File: config.mk
export PLATFORM = sky130hd
export DESIGN_NAME = ahb2apb_sync_mux_flat
export DESIGN_NICKNAME = d
export VERILOG_FILES = /design/src/rtl/ahb2apb_sync_mux_if.sv /design/src/rtl/ahb2apb_sync_mux.sv /design/src/flat_wrapper.sv
export SDC_FILE = /design/constraint.sdc
export NUM_CORES = 1
export LEC_CHECK = 0
export ABC_AREA = 1
export CAP_MARGIN = 20
export CORE_MARGIN = 8
export CORE_UTILIZATION = 42
export DETAILED_ROUTE_END_ITERATION = 8
export PLACE_DENSITY = 0.86
export SYNTH_ARGS = -nofsm -noshare
export SYNTH_HDL_FRONTEND = slang
export SYNTH_SLANG_ARGS = --single-unit
File: constraint.sdc
create_clock -name ahb_hclk -period 2.8 [get_ports ahb_hclk]
set_input_delay 0.56 -clock ahb_hclk [delete_from_list [all_inputs] [get_ports ahb_hclk]]
set_output_delay 0.56 -clock ahb_hclk [all_outputs]
set_load 0.1 [all_outputs]
File: src/rtl/ahb2apb_sync_mux_if.sv
// Bus bundle for ahb2apb_sync_mux: AHB-Lite slave side plus the APB master
// side with NUM_SLV select/ready/error lanes. The bridge connects through the
// slave modport; the bus/peripheral side connects through the master modport.
interface ahb2apb_sync_mux_if #(
    parameter int ADDR_WIDTH = 32,
    parameter int DATA_WIDTH = 32,
    parameter int NUM_SLV    = 4
);
    logic                          ahb_hsel;
    logic [1:0]                    ahb_htrans;
    logic [ADDR_WIDTH-1:0]         ahb_haddr;
    logic                          ahb_hwrite;
    logic [DATA_WIDTH-1:0]         ahb_hwdata;
    logic                          ahb_hready;
    logic                          ahb_hreadyout;
    logic                          ahb_hresp;
    logic [DATA_WIDTH-1:0]         ahb_hrdata;
    logic [NUM_SLV-1:0]            apb_psel;
    logic                          apb_penable;
    logic                          apb_pwrite;
    logic [ADDR_WIDTH-1:0]         apb_paddr;
    logic [DATA_WIDTH-1:0]         apb_pwdata;
    logic [NUM_SLV-1:0]            apb_pready;
    logic [NUM_SLV*DATA_WIDTH-1:0] apb_prdata;
    logic [NUM_SLV-1:0]            apb_pslverr;

    modport slave (
        input  ahb_hsel, ahb_htrans, ahb_haddr, ahb_hwrite, ahb_hwdata, ahb_hready,
        output ahb_hreadyout, ahb_hresp, ahb_hrdata,
        output apb_psel, apb_penable, apb_pwrite, apb_paddr, apb_pwdata,
        input  apb_pready, apb_prdata, apb_pslverr
    );

    modport master (
        output ahb_hsel, ahb_htrans, ahb_haddr, ahb_hwrite, ahb_hwdata, ahb_hready,
        input  ahb_hreadyout, ahb_hresp, ahb_hrdata,
        input  apb_psel, apb_penable, apb_pwrite, apb_paddr, apb_pwdata,
        output apb_pready, apb_prdata, apb_pslverr
    );
endinterface

File: src/rtl/ahb2apb_sync_mux.sv
// Single-clock AHB-Lite to APB bridge with built-in slave decoder.
// One AHB transfer at a time becomes CAPT -> SETUP -> ACCESS on the slave
// selected by haddr[SEL_LSB +: SEL_WIDTH]; APB wait states stretch the AHB
// data phase and a PREADY timeout bounds ACCESS to TIMEOUT cycles.
// Optional feature macro: AHB2APB_ERR_EN -- when defined, pslverr, decode
// errors and timeouts produce the two-cycle AHB ERROR response; otherwise
// they complete as OKAY (failed reads return zero).
module ahb2apb_sync_mux #(
    parameter int ADDR_WIDTH = 32,
    parameter int DATA_WIDTH = 32,
    parameter int NUM_SLV    = 4,
    parameter int SEL_LSB    = 12,
    parameter int SEL_WIDTH  = 2,
    parameter int TIMEOUT    = 256
) (
    input logic              ahb_hclk,
    input logic              ahb_hrstn,
    ahb2apb_sync_mux_if.slave bus
);

`ifdef AHB2APB_ERR_EN
    localparam bit ERR_EN = 1'b1;
`else
    localparam bit ERR_EN = 1'b0;
`endif

    localparam int CNT_W = (TIMEOUT > 1) ? $clog2(TIMEOUT) : 1;
    localparam logic [CNT_W-1:0] CNT_LAST = (TIMEOUT > 0) ? CNT_W'(TIMEOUT - 1) : '0;

    typedef enum logic [2:0] {IDLE, CAPT, SETUP, ACCESS, ERR1, ERR2} state_t;

    state_t                  state, next_state;
    logic [SEL_WIDTH-1:0]    idx;
    logic [CNT_W-1:0]        cnt;
    logic                    accept, idx_ok, timeout;
    logic                    pready_sel, pslverr_sel;
    logic [DATA_WIDTH-1:0]   prdata_sel;
    logic [NUM_SLV-1:0]      sel_onehot;
    logic                    rd_load, rd_zero;

    logic                    hreadyout_q, hresp_q;
    logic [DATA_WIDTH-1:0]   hrdata_q, pwdata_q;
    logic [NUM_SLV-1:0]      psel_q;
    logic                    penable_q, pwrite_q;
    logic [ADDR_WIDTH-1:0]   paddr_q;

    logic unused_htrans0;
    assign unused_htrans0 = bus.ahb_htrans[0];

    assign accept  = bus.ahb_hsel & bus.ahb_htrans[1] & bus.ahb_hready &
                     ((state == IDLE) | (state == ERR2));
    assign idx_ok  = (int'(idx) < NUM_SLV);
    assign timeout = (TIMEOUT != 0) && (cnt == CNT_LAST) && !pready_sel;

    // Route the addressed slave's response lanes and build its select vector
    always_comb begin
        sel_onehot  = '0;
        pready_sel  = 1'b0;
        pslverr_sel = 1'b0;
        prdata_sel  = '0;
        for (int i = 0; i < NUM_SLV; i++) begin
            if (int'(idx) == i) begin
                sel_onehot[i] = 1'b1;
                pready_sel    = bus.apb_pready[i];
                pslverr_sel   = bus.apb_pslverr[i];
                prdata_sel    = bus.apb_prdata[i*DATA_WIDTH +: DATA_WIDTH];
            end
        end
    end

    // FSM state register
    always_ff @(posedge ahb_hclk or negedge ahb_hrstn) begin
        if (!ahb_hrstn) state <= IDLE;
        else            state <= next_state;
    end

    // Next-state decode plus hrdata update requests for the completing cycle
    always_comb begin
        next_state = state;
        rd_load    = 1'b0;
        rd_zero    = 1'b0;
        case (state)
            IDLE:   if (accept) next_state = CAPT;
            CAPT: begin
                if (idx_ok) begin
                    next_state = SETUP;
                end else begin
                    next_state = ERR_EN ? ERR1 : IDLE;
                    rd_zero    = !ERR_EN && !pwrite_q;
                end
            end
            SETUP:  next_state = ACCESS;
            ACCESS: begin
                if (pready_sel && !pslverr_sel) begin
                    next_state = IDLE;
                    rd_load    = !pwrite_q;
                end else if (pready_sel || timeout) begin
                    next_state = ERR_EN ? ERR1 : IDLE;
                    rd_zero    = !ERR_EN && !pwrite_q;
                end
            end
            ERR1:   next_state = ERR2;
            ERR2:   next_state = accept ? CAPT : IDLE;
            default: next_state = IDLE;
        endcase
    end

    // ACCESS-cycle counter; held at zero outside ACCESS so entry starts at 0
    always_ff @(posedge ahb_hclk or negedge ahb_hrstn) begin
        if (!ahb_hrstn)            cnt <= '0;
        else if (state != ACCESS)  cnt <= '0;
        else if (!pready_sel)      cnt <= cnt + 1'b1;
    end

    // Registered AHB/APB outputs derived from the state being entered
    always_ff @(posedge ahb_hclk or negedge ahb_hrstn) begin
        if (!ahb_hrstn) begin
            idx         <= '0;
            paddr_q     <= '0;
            pwrite_q    <= 1'b0;
            pwdata_q    <= '0;
            hreadyout_q <= 1'b1;
            psel_q      <= '0;
            penable_q   <= 1'b0;
            hrdata_q    <= '0;
        end else begin
            if (accept) begin
                paddr_q  <= bus.ahb_haddr;
                pwrite_q <= bus.ahb_hwrite;
                idx      <= bus.ahb_haddr[SEL_LSB +: SEL_WIDTH];
            end
            if (state == CAPT) pwdata_q <= bus.ahb_hwdata;
            hreadyout_q <= (next_state == IDLE) || (next_state == ERR2);
            psel_q      <= ((next_state == SETUP) || (next_state == ACCESS)) ? sel_onehot : '0;
            penable_q   <= (next_state == ACCESS);
            if (rd_load)      hrdata_q <= prdata_sel;
            else if (rd_zero) hrdata_q <= '0;
        end
    end

`ifdef AHB2APB_ERR_EN
    // ERROR response is driven through both ERR1 and ERR2
    always_ff @(posedge ahb_hclk or negedge ahb_hrstn) begin
        if (!ahb_hrstn) hresp_q <= 1'b0;
        else            hresp_q <= (next_state == ERR1) || (next_state == ERR2);
    end
`else
    assign hresp_q = 1'b0;
`endif

    assign bus.ahb_hreadyout = hreadyout_q;
    assign bus.ahb_hresp     = hresp_q;
    assign bus.ahb_hrdata    = hrdata_q;
    assign bus.apb_psel      = psel_q;
    assign bus.apb_penable   = penable_q;
    assign bus.apb_pwrite    = pwrite_q;
    assign bus.apb_paddr     = paddr_q;
    assign bus.apb_pwdata    = pwdata_q;

endmodule
File: src/flat_wrapper.sv
// flat-port wrapper written by rule: the top's interface ports become plain ports
module ahb2apb_sync_mux_flat 
#(
    parameter int ADDR_WIDTH = 32,
    parameter int DATA_WIDTH = 32,
    parameter int NUM_SLV    = 4,
    parameter int SEL_LSB    = 12,
    parameter int SEL_WIDTH  = 2,
    parameter int TIMEOUT    = 256
)
  (ahb_hclk, ahb_hrstn, bus_ahb_hsel, bus_ahb_htrans, bus_ahb_haddr, bus_ahb_hwrite, bus_ahb_hwdata, bus_ahb_hready, bus_ahb_hreadyout, bus_ahb_hresp, bus_ahb_hrdata, bus_apb_psel, bus_apb_penable, bus_apb_pwrite, bus_apb_paddr, bus_apb_pwdata, bus_apb_pready, bus_apb_prdata, bus_apb_pslverr);
  ahb2apb_sync_mux_if #(.ADDR_WIDTH(ADDR_WIDTH), .DATA_WIDTH(DATA_WIDTH), .NUM_SLV(NUM_SLV)) bus_i ();
  input logic ahb_hclk;
  input logic ahb_hrstn;
  input wire logic [$bits(bus_i.ahb_hsel)-1:0] bus_ahb_hsel;
  input wire logic [$bits(bus_i.ahb_htrans)-1:0] bus_ahb_htrans;
  input wire logic [$bits(bus_i.ahb_haddr)-1:0] bus_ahb_haddr;
  input wire logic [$bits(bus_i.ahb_hwrite)-1:0] bus_ahb_hwrite;
  input wire logic [$bits(bus_i.ahb_hwdata)-1:0] bus_ahb_hwdata;
  input wire logic [$bits(bus_i.ahb_hready)-1:0] bus_ahb_hready;
  output wire logic [$bits(bus_i.ahb_hreadyout)-1:0] bus_ahb_hreadyout;
  output wire logic [$bits(bus_i.ahb_hresp)-1:0] bus_ahb_hresp;
  output wire logic [$bits(bus_i.ahb_hrdata)-1:0] bus_ahb_hrdata;
  output wire logic [$bits(bus_i.apb_psel)-1:0] bus_apb_psel;
  output wire logic [$bits(bus_i.apb_penable)-1:0] bus_apb_penable;
  output wire logic [$bits(bus_i.apb_pwrite)-1:0] bus_apb_pwrite;
  output wire logic [$bits(bus_i.apb_paddr)-1:0] bus_apb_paddr;
  output wire logic [$bits(bus_i.apb_pwdata)-1:0] bus_apb_pwdata;
  input wire logic [$bits(bus_i.apb_pready)-1:0] bus_apb_pready;
  input wire logic [$bits(bus_i.apb_prdata)-1:0] bus_apb_prdata;
  input wire logic [$bits(bus_i.apb_pslverr)-1:0] bus_apb_pslverr;
  assign bus_i.ahb_hsel = bus_ahb_hsel;
  assign bus_i.ahb_htrans = bus_ahb_htrans;
  assign bus_i.ahb_haddr = bus_ahb_haddr;
  assign bus_i.ahb_hwrite = bus_ahb_hwrite;
  assign bus_i.ahb_hwdata = bus_ahb_hwdata;
  assign bus_i.ahb_hready = bus_ahb_hready;
  assign bus_ahb_hreadyout = bus_i.ahb_hreadyout;
  assign bus_ahb_hresp = bus_i.ahb_hresp;
  assign bus_ahb_hrdata = bus_i.ahb_hrdata;
  assign bus_apb_psel = bus_i.apb_psel;
  assign bus_apb_penable = bus_i.apb_penable;
  assign bus_apb_pwrite = bus_i.apb_pwrite;
  assign bus_apb_paddr = bus_i.apb_paddr;
  assign bus_apb_pwdata = bus_i.apb_pwdata;
  assign bus_i.apb_pready = bus_apb_pready;
  assign bus_i.apb_prdata = bus_apb_prdata;
  assign bus_i.apb_pslverr = bus_apb_pslverr;
  ahb2apb_sync_mux #(.ADDR_WIDTH(ADDR_WIDTH), .DATA_WIDTH(DATA_WIDTH), .NUM_SLV(NUM_SLV), .SEL_LSB(SEL_LSB), .SEL_WIDTH(SEL_WIDTH), .TIMEOUT(TIMEOUT)) u_core (.ahb_hclk(ahb_hclk), .ahb_hrstn(ahb_hrstn), .bus(bus_i));
endmodule
Word level (Yosys, flattened, before mapping)
Index checks and enable logic that the tools add are counted.

storage, ports and cells
  register bits after elaboration = 116
  bits of input ports = 207
  output and inout port bits = 104
  logic and storage cells = 72

cells by class
  $add $sub $neg = 1
  equal/unequal tests = 14
  multiplexer cells = 31
  bitwise operators = 4
  reduce and logical (&&, ||, !) cells = 12

operators by type and width
  operator                                               number
  two-way mux 32 bit                                     6
  two-way mux 1 bit                                      18
  one-hot mux 3 bit (6 select lines)                     1
  two-way mux 8 bit                                      2
  equality test 3 x 2 -> 1 bit, second input constant    4
  equality test 3 bit, second input constant             3
  two-way mux 3 bit                                      3
  adder 8 x 1 -> 8 bit, second input constant            1
  equality test 8 bit, second input constant             1
  logical NOT 3 bit                                      2
  equality test 2 bit, second input constant             2
  two-way mux 4 bit                                      1
  AND 1 bit                                              3
  equality test 3 x 1 -> 1 bit, second input constant    1
  logical NOT 1 bit                                      3
  logical OR 1 bit                                       3
  inequality test 3 x 2 -> 1 bit, second input constant  1
  equality test 2 x 1 -> 1 bit, second input constant    1
  logical AND 1 bit                                      2
  logical NOT 2 bit                                      1
  inequality test 2 bit, second input constant           1
  nonzero test 2 bit                                     1
  bitwise OR 1 bit                                       1

Depth between registers and ports, before layout
  depth in word-level cells = 14
  gate-level depth with buffers = 9
  gate-level depth less buffers = 9

Least setup slack after synthesis
Ideal clock, no wire load.

  path kind = register to register
  from = reg u_core.bus.apb_paddr[12] (netlist name)
  to = reg u_core.hrdata_q[1] (netlist: u_core.bus.ahb_hrdata[1])
  setup time = 0.123 ns
  arrival time = 2.003 ns
  required time = 2.677 ns
  path slack = 0.674 ns
  cell stages (with the launch flop) = 10
  path buffers = 2
  clock period less this slack = 2.126 ns
  path through = dfrtp_1 -> buf_4 -> nand2_4 -> clkinv_4 -> nand2_1 -> nand3_2 -> nand3_2 -> buf_2 -> nand2_1 -> o21ai_2

RTL lines
  item                  line                     text
  to (signal assigned)  ahb2apb_sync_mux.sv:136  if (rd_load) hrdata_q <= prdata_sel;
  to (decl)             ahb2apb_sync_mux.sv:42   logic [DATA_WIDTH-1:0] hrdata_q, pwdata_q;

Worst setup path in the final report
  from = reg u_core.paddr_q[13] (netlist: u_core.bus.apb_paddr[13])
  to = out bus_apb_paddr[13]

RTL lines
  item                    line                     text
  from (decl)             ahb2apb_sync_mux.sv:45   logic [ADDR_WIDTH-1:0] paddr_q;
  from (signal assigned)  ahb2apb_sync_mux.sv:128  paddr_q <= bus.ahb_haddr;
  to (decl)               flat_wrapper.sv:27       output wire logic [$bits(bus_i.apb_paddr)-1:0] bus_apb_paddr;

No word-level cell between the ends.

==> results.ini <==
[detailed_routing]
via_count=5092
detail_route.drc_violations=0
routed_wl_mm=18.6
ant_nets=0
first_pass_iteration_count_of_the_detailed_router=4
wl_per_cell_um=17.3
detail_route.vias_per_cell=4.75
first_iter_violations=210

[floorplan]
initial_utilization_pct=42.4
chipHeight_um=131
dieWidth_um=131
die_area_um2=17100
core_area_um2=13000
rows=42
floorplan.io_pins=311

[worst_setup_path]
timing.critical_path.slowest_cell_delay_ns=0.59
worst_ep_arrival_ns=1.61
rrSetupSlack_ns=0.76
timing.critical_path.to=bus_apb_paddr[13]
crit_path_cell_trace=buf_4 > buf_4
crit_type=reg2out
critical-path-top-delay-family=buffers and inverters
source_of_the_critical_timing_path=u_core.bus.apb_paddr[13]$_DFFE_PN0P_
critPathCaptureType=primary output
timing.critical_path.fanout_max=17
cp_num_buf_inv=2
timing.critical_path.from_type=flop
critical_path.slowest_cell=dfrtp_1
reg2reg_from=u_core.bus.apb_paddr[13]$_DFFE_PN0P_
rr_endpoint=u_core.bus.ahb_hrdata[29]$_DFFE_PN0P_
critical-path-top-cell-by-count=buf_4
worstSetupPathDepth=2
ff2ff_path_depth=8
worstPathRequired_ns=2.24

[clock_network]
clock_insertion_delay_worst_skew_ns=0.40
cts.sink_count=114
cts_inserted_buffers=17
postCtsResizedCells=0
postCtsSetupBuffers=0
cts_buffer_depth=2
tritoncts=built
hold_buffers=0
clock_tree.htree_level_count=4
clkSlewWorstSetupHoldPaths_ns=0.05
cts-root-buf=clkbuf_16

[sta]
tightest_slew_ns=0.634
min_period_ns=2.17
rsz0062_at_grt=false
slew_headroom_pct=57.7
maximum_achievable_frequency_mhz=461
finClkSkew_ns=0.00557
finalCritPeriodShare_pct=77.5
drv_slew=0
timing.setup.tns_ns=0
final-setup-viol-count=0
layout_setup_ws_ns=0.630
timing_hold_violations_final=0

[grt]
globalRouteOverflowTotal=0
global_router_s_overall_resource_usage_pct=22.3
antenna_violations_before_repair=0
grt_pass1_wl_mm=28.9
grt_pass1_vias=5463
grt_start_max_net_pins=49

[logic_synthesis]
top_cells_by_area_synth=dfrtp_1 (51%), mux2_2 (13%), nand2_1 (8.7%)
seq_area_frac_synth_pct=51.7
synth-seq-cells=114
syn-cell-area_um2=5520
yosys_most_used_dff=dfrtp_1
netlist.top_cell.by_area=dfrtp_1
synthesis.instances=568
synth_largest_type_area_fraction_pct=51.2
synth_area_per_cell_um2=9.72
number_of_enable_flip_flop_cells_after_synthesis=0
yosys_warnings=0
synth-async-reset-ratio_pct=100
synth_fp_nets=776
synth_cell_type_count=33

[layout]
fin_util_pct=69.9
proportion_of_layout_cells_with_a_drive_suffix_above_1_pct=29.6
post_layout_net_count=1090
final.fill_count=1017
areaGrowthSynthToFinish_pct=65.1
instances_no_fill=1071
final_cell_mix=clkdlybuf4s50_1 (204), nand2_1 (128), buf_4 (118), dfrtp_1 (113), o21ai_0 (79)
final-seq-area_um2=2850
multi_input_gate_area_um2=2310
antennaDiodeCount=0
layout_commonest_cell=clkdlybuf4s50_1

[place]
dp_hpwl_mm=14.9
routabilityCongestion=0.856
post_placement_worst_setup_slack_ns=0.458
dp_cells=1039
io_buffers=308

[outcome]
status=completed

[hold_path]
hold_class=in2async

[flow_run]
cap_viol_max_count=0

-- area by class of cell --
cell class              instances  area share, %
clock buffers                  20           5.01
well taps                     176           2.42
clock inverters                12           1.21
flip-flops and latches        114           31.3
inverters                      50           2.11
repair buffers                324           32.6
multi-input cells             375           25.4
-- synthesized netlist by cell type (6+ instances only) --
cell type,instances
nand2_1,128
dfrtp_1,113
o21ai_0,79
mux2_2,62
inv_1,48
o21ai_2,31
nand3_1,22
buf_2,17
nor2_1,14
a21oi_1,10
clkbuf_1,6
-- metal layers --
metal,wire (um),global-route usage [%]
met1,6820,24.8
met3,1480,7.18
met5,0,0
met4,415,7.56
met2,9840,39.6
-- worst register-to-register path: stages (launching register included) --
cell,delay (ns)
dfrtp_1,0.59
nand2_4,0.10
clkinv_4,0.15
nand2_1,0.13
nand3_2,0.11
nand3_2,0.35
buf_4,0.36
nand2_1,0.09
o21ai_2,0.05
-- worst min-delay path by stage --
stage	slack, ns	endpoint
after detailed placement	0.47	u_core.bus.ahb_hrdata[15]$_DFFE_PN0P_
after floorplan	0.26	u_core.bus.ahb_hrdata[0]$_DFFE_PN0P_
after global placement	0.47	u_core.bus.ahb_hrdata[17]$_DFFE_PN0P_
after global routing	0.21	u_core.bus.apb_pwdata[10]$_DFFE_PN0P_
final	0.16	u_core.bus.apb_pwdata[10]$_DFFE_PN0P_
after CTS	0.19	u_core.bus.apb_pwdata[7]$_DFFE_PN0P_
-- through the flow --
| step | hold WS [ns] | instance area [um^2] |
|---|---|---|
| 2_1_floorplan | 0.264 | 5520 |
| 3_3_place_gp | 0.467 | 8550 |
| 3_5_place_dp | 0.470 | 8550 |
| 4_1_cts | 0.186 | 9110 |
| 5_1_grt | 0.210 | 9110 |
| 6_report | 0.165 | 9110 |
-- cell families after synthesis --
family          synth area share, %
other cells                  0.0679
compound gates                 14.0
simple gates                   14.5
xor+xnor                      0.317
flops                          51.7
buf+inv                        6.53
fa+ha+maj                     0.227
mux                            12.6
-- registers in the layout, indices dropped and copies added, names as in the netlist --
name,flops
u_core.bus.apb_psel,4
u_core.bus.apb_paddr,32
u_core.bus.apb_pwrite,1
u_core.bus.ahb_hreadyout,1
u_core.bus.apb_pwdata,32
u_core.state,3
u_core.cnt,8
u_core.bus.ahb_hrdata,32
u_core.bus.apb_penable,1
Power is left out: the tool's default activity adds up to more than one toggle a clock period on the data nets, which glitch-free logic cannot reach.
